$ cat config.mk
export PLATFORM = sky130hd
export DESIGN_NAME = spi_cmd_sequencer
export DESIGN_NICKNAME = d
export VERILOG_FILES = /design/src/rtl/spi_cmd_sequencer.sv
export SDC_FILE = /design/constraint.sdc
export NUM_CORES = 1
export LEC_CHECK = 0
export CAP_MARGIN = 20
export CELL_PAD_IN_SITES_DETAIL_PLACEMENT = 0
export CELL_PAD_IN_SITES_GLOBAL_PLACEMENT = 1
export CORE_MARGIN = 2
export CORE_UTILIZATION = 41
export CTS_CLUSTER_SIZE = 8
export DETAILED_ROUTE_END_ITERATION = 10
export PLACE_DENSITY_LB_ADDON = 0.1
export SLEW_MARGIN = 20
export SYNTH_ARGS = -nofsm -noshare
export SYNTH_HDL_FRONTEND = slang
export SYNTH_SLANG_ARGS = --single-unit
$ cat constraint.sdc
create_clock -name clk -period 2.4 [get_ports clk]
set_input_delay 0.48 -clock clk [delete_from_list [all_inputs] [get_ports clk]]
set_output_delay 0.48 -clock clk [all_outputs]
set_load 0.01 [all_outputs]
$ cat src/rtl/spi_cmd_sequencer.sv
// SPI master control core: sclk divider, byte/bit counters and command-slot sequencing FSM.
// Define SPI_SEQ_LOOP_EN to repeat the slot 0 read forever instead of parking after slot 3.
module spi_cmd_sequencer #(
  parameter int DIV_HALF  = 10,
  parameter int GAP_TICKS = 2
) (
  input  logic       clk,
  input  logic       reset,
  input  logic       power,
  output logic       sclk,
  output logic       cs,
  output logic [1:0] data_select,
  output logic       transfer,
  output logic       receive,
  output logic       byte_start,
  output logic [1:0] byte_count,
  output logic [2:0] bit_count,
  output logic       done
);

  localparam int            CW       = (DIV_HALF > 1) ? $clog2(DIV_HALF) : 1;
  localparam logic [CW-1:0] DIV_LAST = CW'(DIV_HALF - 1);
  localparam logic [3:0]    GAP_LAST = 4'(GAP_TICKS - 1);

  typedef enum logic [2:0] {OFF, SETUP, XFER, HOLD, GAP, PARK} state_t;

  state_t        state, state_nxt;
  logic [CW-1:0] div_cnt;
  logic          div_wrap, tick;
  logic [1:0]    len, ds_nxt, byte_nxt;
  logic [2:0]    bit_nxt;
  logic [3:0]    gap_cnt, gap_nxt;
  logic          cs_nxt;

  assign div_wrap = (div_cnt == DIV_LAST);
  // tick marks the clk cycle whose closing edge raises sclk
  assign tick     = power && div_wrap && !sclk;

  assign len      = (data_select == 2'd2) ? 2'd2 : 2'd3;
  assign transfer = (state == XFER);
  assign receive  = transfer && (data_select == 2'd0);
  assign done     = (byte_count == len);

  always_ff @(posedge clk or posedge reset) begin
    if (reset) begin
      div_cnt     <= '0;
      sclk        <= 1'b0;
      cs          <= 1'b1;
      state       <= OFF;
      data_select <= 2'd0;
      byte_count  <= 2'd0;
      bit_count   <= 3'd0;
      gap_cnt     <= 4'd0;
    end else if (!power) begin
      div_cnt     <= '0;
      sclk        <= 1'b0;
      cs          <= 1'b1;
      state       <= OFF;
      data_select <= 2'd0;
      byte_count  <= 2'd0;
      bit_count   <= 3'd0;
      gap_cnt     <= 4'd0;
    end else begin
      div_cnt     <= div_wrap ? '0 : div_cnt + CW'(1);
      if (div_wrap) sclk <= ~sclk;
      cs          <= cs_nxt;
      state       <= state_nxt;
      data_select <= ds_nxt;
      byte_count  <= byte_nxt;
      bit_count   <= bit_nxt;
      gap_cnt     <= gap_nxt;
    end
  end

  always_comb begin
    state_nxt  = state;
    ds_nxt     = data_select;
    byte_nxt   = byte_count;
    bit_nxt    = bit_count;
    gap_nxt    = gap_cnt;
    byte_start = 1'b0;
    if (tick) begin
      unique case (state)
        OFF: begin
          state_nxt = SETUP;
          ds_nxt    = 2'd1;
        end
        SETUP: begin
          state_nxt  = XFER;
          byte_start = 1'b1;
        end
        XFER: begin
          if (bit_count == 3'd7) begin
            bit_nxt  = 3'd0;
            byte_nxt = byte_count + 2'd1;
            if (byte_count + 2'd1 < len) byte_start = 1'b1;
            else                         state_nxt  = HOLD;
          end else begin
            bit_nxt = bit_count + 3'd1;
          end
        end
        HOLD: begin
          state_nxt = GAP;
          byte_nxt  = 2'd0;
          bit_nxt   = 3'd0;
          gap_nxt   = 4'd0;
        end
        GAP: begin
          if (gap_cnt == GAP_LAST) begin
            state_nxt = SETUP;
            unique case (data_select)
              2'd1:    ds_nxt = 2'd2;
              2'd2:    ds_nxt = 2'd3;
              default: begin
`ifdef SPI_SEQ_LOOP_EN
                ds_nxt    = 2'd0;
`else
                state_nxt = PARK;
`endif
              end
            endcase
          end else begin
            gap_nxt = gap_cnt + 4'd1;
          end
        end
        PARK:    state_nxt = PARK;
        default: state_nxt = OFF;
      endcase
    end
    cs_nxt = !((state_nxt == SETUP) || (state_nxt == XFER) || (state_nxt == HOLD));
  end

endmodule

==> impl_metrics.py <==
metrics = {
    "pwr": {
        "power.density_mw_per_mm2": 434,
        "power_mw": 0.661,
        "netSwitchingPower_mw": 0.137,
        "clockPowerShare_pct": 42.2,
        "comb_power_share_pct": 5.6,
        "p_sw_share_pct": 20.7,
        "ir_worst_vdd_mv": 0.176,
        "p_seq_share_pct": 52.2,
        "p_int_mw": 0.524,
        "p_leak_nw": 0.686,
    },
    "cells_and_area": {
        "fin_cells": 186,
        "multi_input_area_sq_um": 671,
        "final_common_cell": "dfrtp_1",
        "post-route-util_pct": 54.3,
        "n_antenna_cell": 0,
        "nFillCells": 276,
        "layout.nets": 169,
        "layout_common_cells": "dfrtp_1 (19), nor2_1 (16), clkdlybuf4s50_1 (13)",
        "seqCellArea_sq_um": 502,
        "area_growth_pct": 23.2,
        "layout-drive-gt1-share_pct": 14.2,
    },
    "floorplanning": {
        "std_cell_rows": 19,
        "die-area_sq_mm": 0.00347,
        "die_h_microns": 58.9,
        "die_w_microns": 58.9,
        "ios": 16,
        "initial_core_util_pct": 44.1,
        "core_sq_mm": 0.00281,
    },
    "global_routing": {
        "globalRouteOverflowTotal": 0,
        "grt_pass1_vias": 1002,
        "grt_max_degree": 21,
        "grt_pass1_wl_mm": 4.51,
        "track_usage_pct": 17.2,
        "antenna_found_initial": 0,
    },
    "sta": {
        "hold_viol": 0,
        "slew_viol_final": 0,
        "setup_violations": 0,
        "worst_slew_pin_slew_ns": 0.402,
        "relSlewSlack_pct": 73.1,
        "fin_crit_sh_pct": 92.7,
        "grt_setup_unrepaired": "false",
        "finalCriticalPeriod_ns": 2.23,
        "max_freq_ghz": 0.449,
        "clock_skew_ns": 0.00106,
        "tns_ns": 0,
    },
    "synthesis": {
        "yosys.cell_types.count": 41,
        "synth-edff-count": 0,
        "synth-main-ff-cell": "dfrtp_1",
        "yosysSeqAreaShare_pct": 40.5,
        "yosysWarnings": 0,
        "synth_cells": 130,
        "syn_nets": 143,
        "syn_area_sq_mm": 0.00124,
        "avgSynthCellArea_sq_um": 9.52,
        "synthArstFlopShare_pct": 100,
        "yosys_register_bits": 20,
    },
    "route": {
        "wl_mm": 2.53,
        "detail_route.first_pass.iterations": 3,
        "drc": 0,
        "drtAntennaViolNets": 0,
        "initialDrtViolationCount": 21,
        "wire_per_inst_microns": 13.6,
        "routed_via_density": 5.44,
        "num_vias": 1012,
    },
    "placed_design": {
        "placed_cells": 180,
        "dp_hpwl_mm": 1.85,
        "gp_congestion": 0.759,
        "io_buffers": 15,
    },
    "setup_path": {
        "required_ns": 1.92,
        "end_kind": "output port",
        "crit_type": "reg -> out",
        "crit_path_max_fanout": 4,
        "cp.arrival_ns": 1.75,
        "startpoint_type": "flop",
    },
    "clocking": {
        "h-tree-depth": 1,
        "path_clk_slew_ns": 0.12,
        "insertion_delay_ns": 0.30,
        "cts_num_sinks": 20,
        "cts-root-buf": "clkbuf_4",
        "cts_tree": "yes",
        "clock_path_buffers": 2,
        "cts_buffers": 3,
    },
    "job": {
        "maxCapViolCount": 0,
    },
    "hold_path": {
        "hold_class": "in -> async",
    },
    "status": {
        "status": "completed",
    },
}
final timing paths:
kind	from	endpoint	slack, ns	cells past startpoint
setup / recovery	state[2]$_DFF_PP0_	receive	0.17	4
hold / removal	reset	div_cnt[3]$_DFF_PP0_	0.49	3
setup reg to reg	gap_cnt[0]$_DFFE_PP0P_	data_select[0]$_DFFE_PP0P_	0.37	6
hold reg to reg	div_cnt[0]$_DFF_PP0_	div_cnt[0]$_DFF_PP0_	0.51	1
max in group asynchronous	reset	cs$_DFF_PP1_	1.65	3
min in group clk	div_cnt[0]$_DFF_PP0_	div_cnt[0]$_DFF_PP0_	0.51	1
power by group through the flow:
stage          Combinational [mW]  Sequential [mW]  Clock, mW
2_1_floorplan              0.0243            0.351          0
3_3_place_gp               0.0374            0.351          0
3_5_place_dp               0.0379            0.352          0
4_1_cts                    0.0382            0.346      0.290
5_1_grt                    0.0425            0.346      0.308
6_report                   0.0370            0.346      0.279
critical path, cell delays in order, from the launching register on:
cell             delay [ns]
dfrtp_1                0.42
nor3b_2                0.23
buf_4                  0.16
and2_1                 0.12
clkdlybuf4s50_1        0.52
cells in the mapped netlist, types with 2 or more instances:
library cell / count / share of area (%)
a21o_1: 3 / 1.8
nand3_1: 6 / 2.4
a21oi_1: 9 / 3.6
xnor2_1: 3 / 2.1
nor4_1: 4 / 2.0
nor2_1: 16 / 4.9
nor3_1: 3 / 1.2
dfrtp_1: 19 / 38
nor3b_1: 3 / 1.8
ha_1: 10 / 10
o21a_1: 2 / 1.2
inv_1: 9 / 2.7
nand2_1: 8 / 2.4
o31ai_1: 4 / 2.4
nor3b_2: 2 / 2.0
o21ai_0: 4 / 1.6
kinds of logic after synthesis:
| group | share of synthesized area (%) |
|---|---|
| AND/OR/NAND/NOR | 22.7 |
| XOR/XNOR | 2.83 |
| adder cells (fa/ha/maj) | 10.1 |
| buffers and inverters | 5.26 |
| flip-flops | 40.5 |
| multiplexers | 0.809 |
| AO/OA/AOI/OAI | 17.8 |
metal layers:
| metal | routed length, microns | track usage, % | part of all wire, % |
|---|---|---|---|
| met5 | 0 | 0 | 0 |
| met1 | 1280 | 24.4 | 50 |
| met4 | 19 | 5.84 | 0.75 |
| met2 | 1180 | 26.8 | 47 |
| met3 | 54 | 2.86 | 2.1 |
registers in the layout, indices dropped and copies added, names as in the netlist:
name / flops
gap_cnt: 4
bit_count: 3
sclk: 1
data_select: 2
div_cnt: 4
state: 3
cs: 1
byte_count: 2
repair_timing:
item / in CTS / in global routing
hold endpoints to repair: 0 / 0
endpoints found under the setup margin: 2 / 0
gates resized for setup: 2 / 0
buffers inserted: 2 / 0
hold buffers: 0 / 0
area by class of cell:
type	instances	share of cell area [%]
clock buffers	3	1.48
multi-input cells	96	44.0
inverters	10	2.46
well taps	31	2.55
clock inverters	1	1.97
repair buffers	25	14.6
flip-flops and latches	20	32.9
through the flow:
| stage | setup WS, ns | area [sq um] | hold slack, ns |
|---|---|---|---|
| after floorplan | 0.617 | 1240 | 0.443 |
| after global placement | 0.148 | 1460 | 0.471 |
| after detailed placement | 0.166 | 1460 | 0.503 |
| after CTS | 0.143 | 1520 | 0.489 |
| after global routing | 0.00235 | 1520 | 0.511 |
| final | 0.175 | 1520 | 0.491 |
No activity file was read; power rests on OpenSTA's default activity.
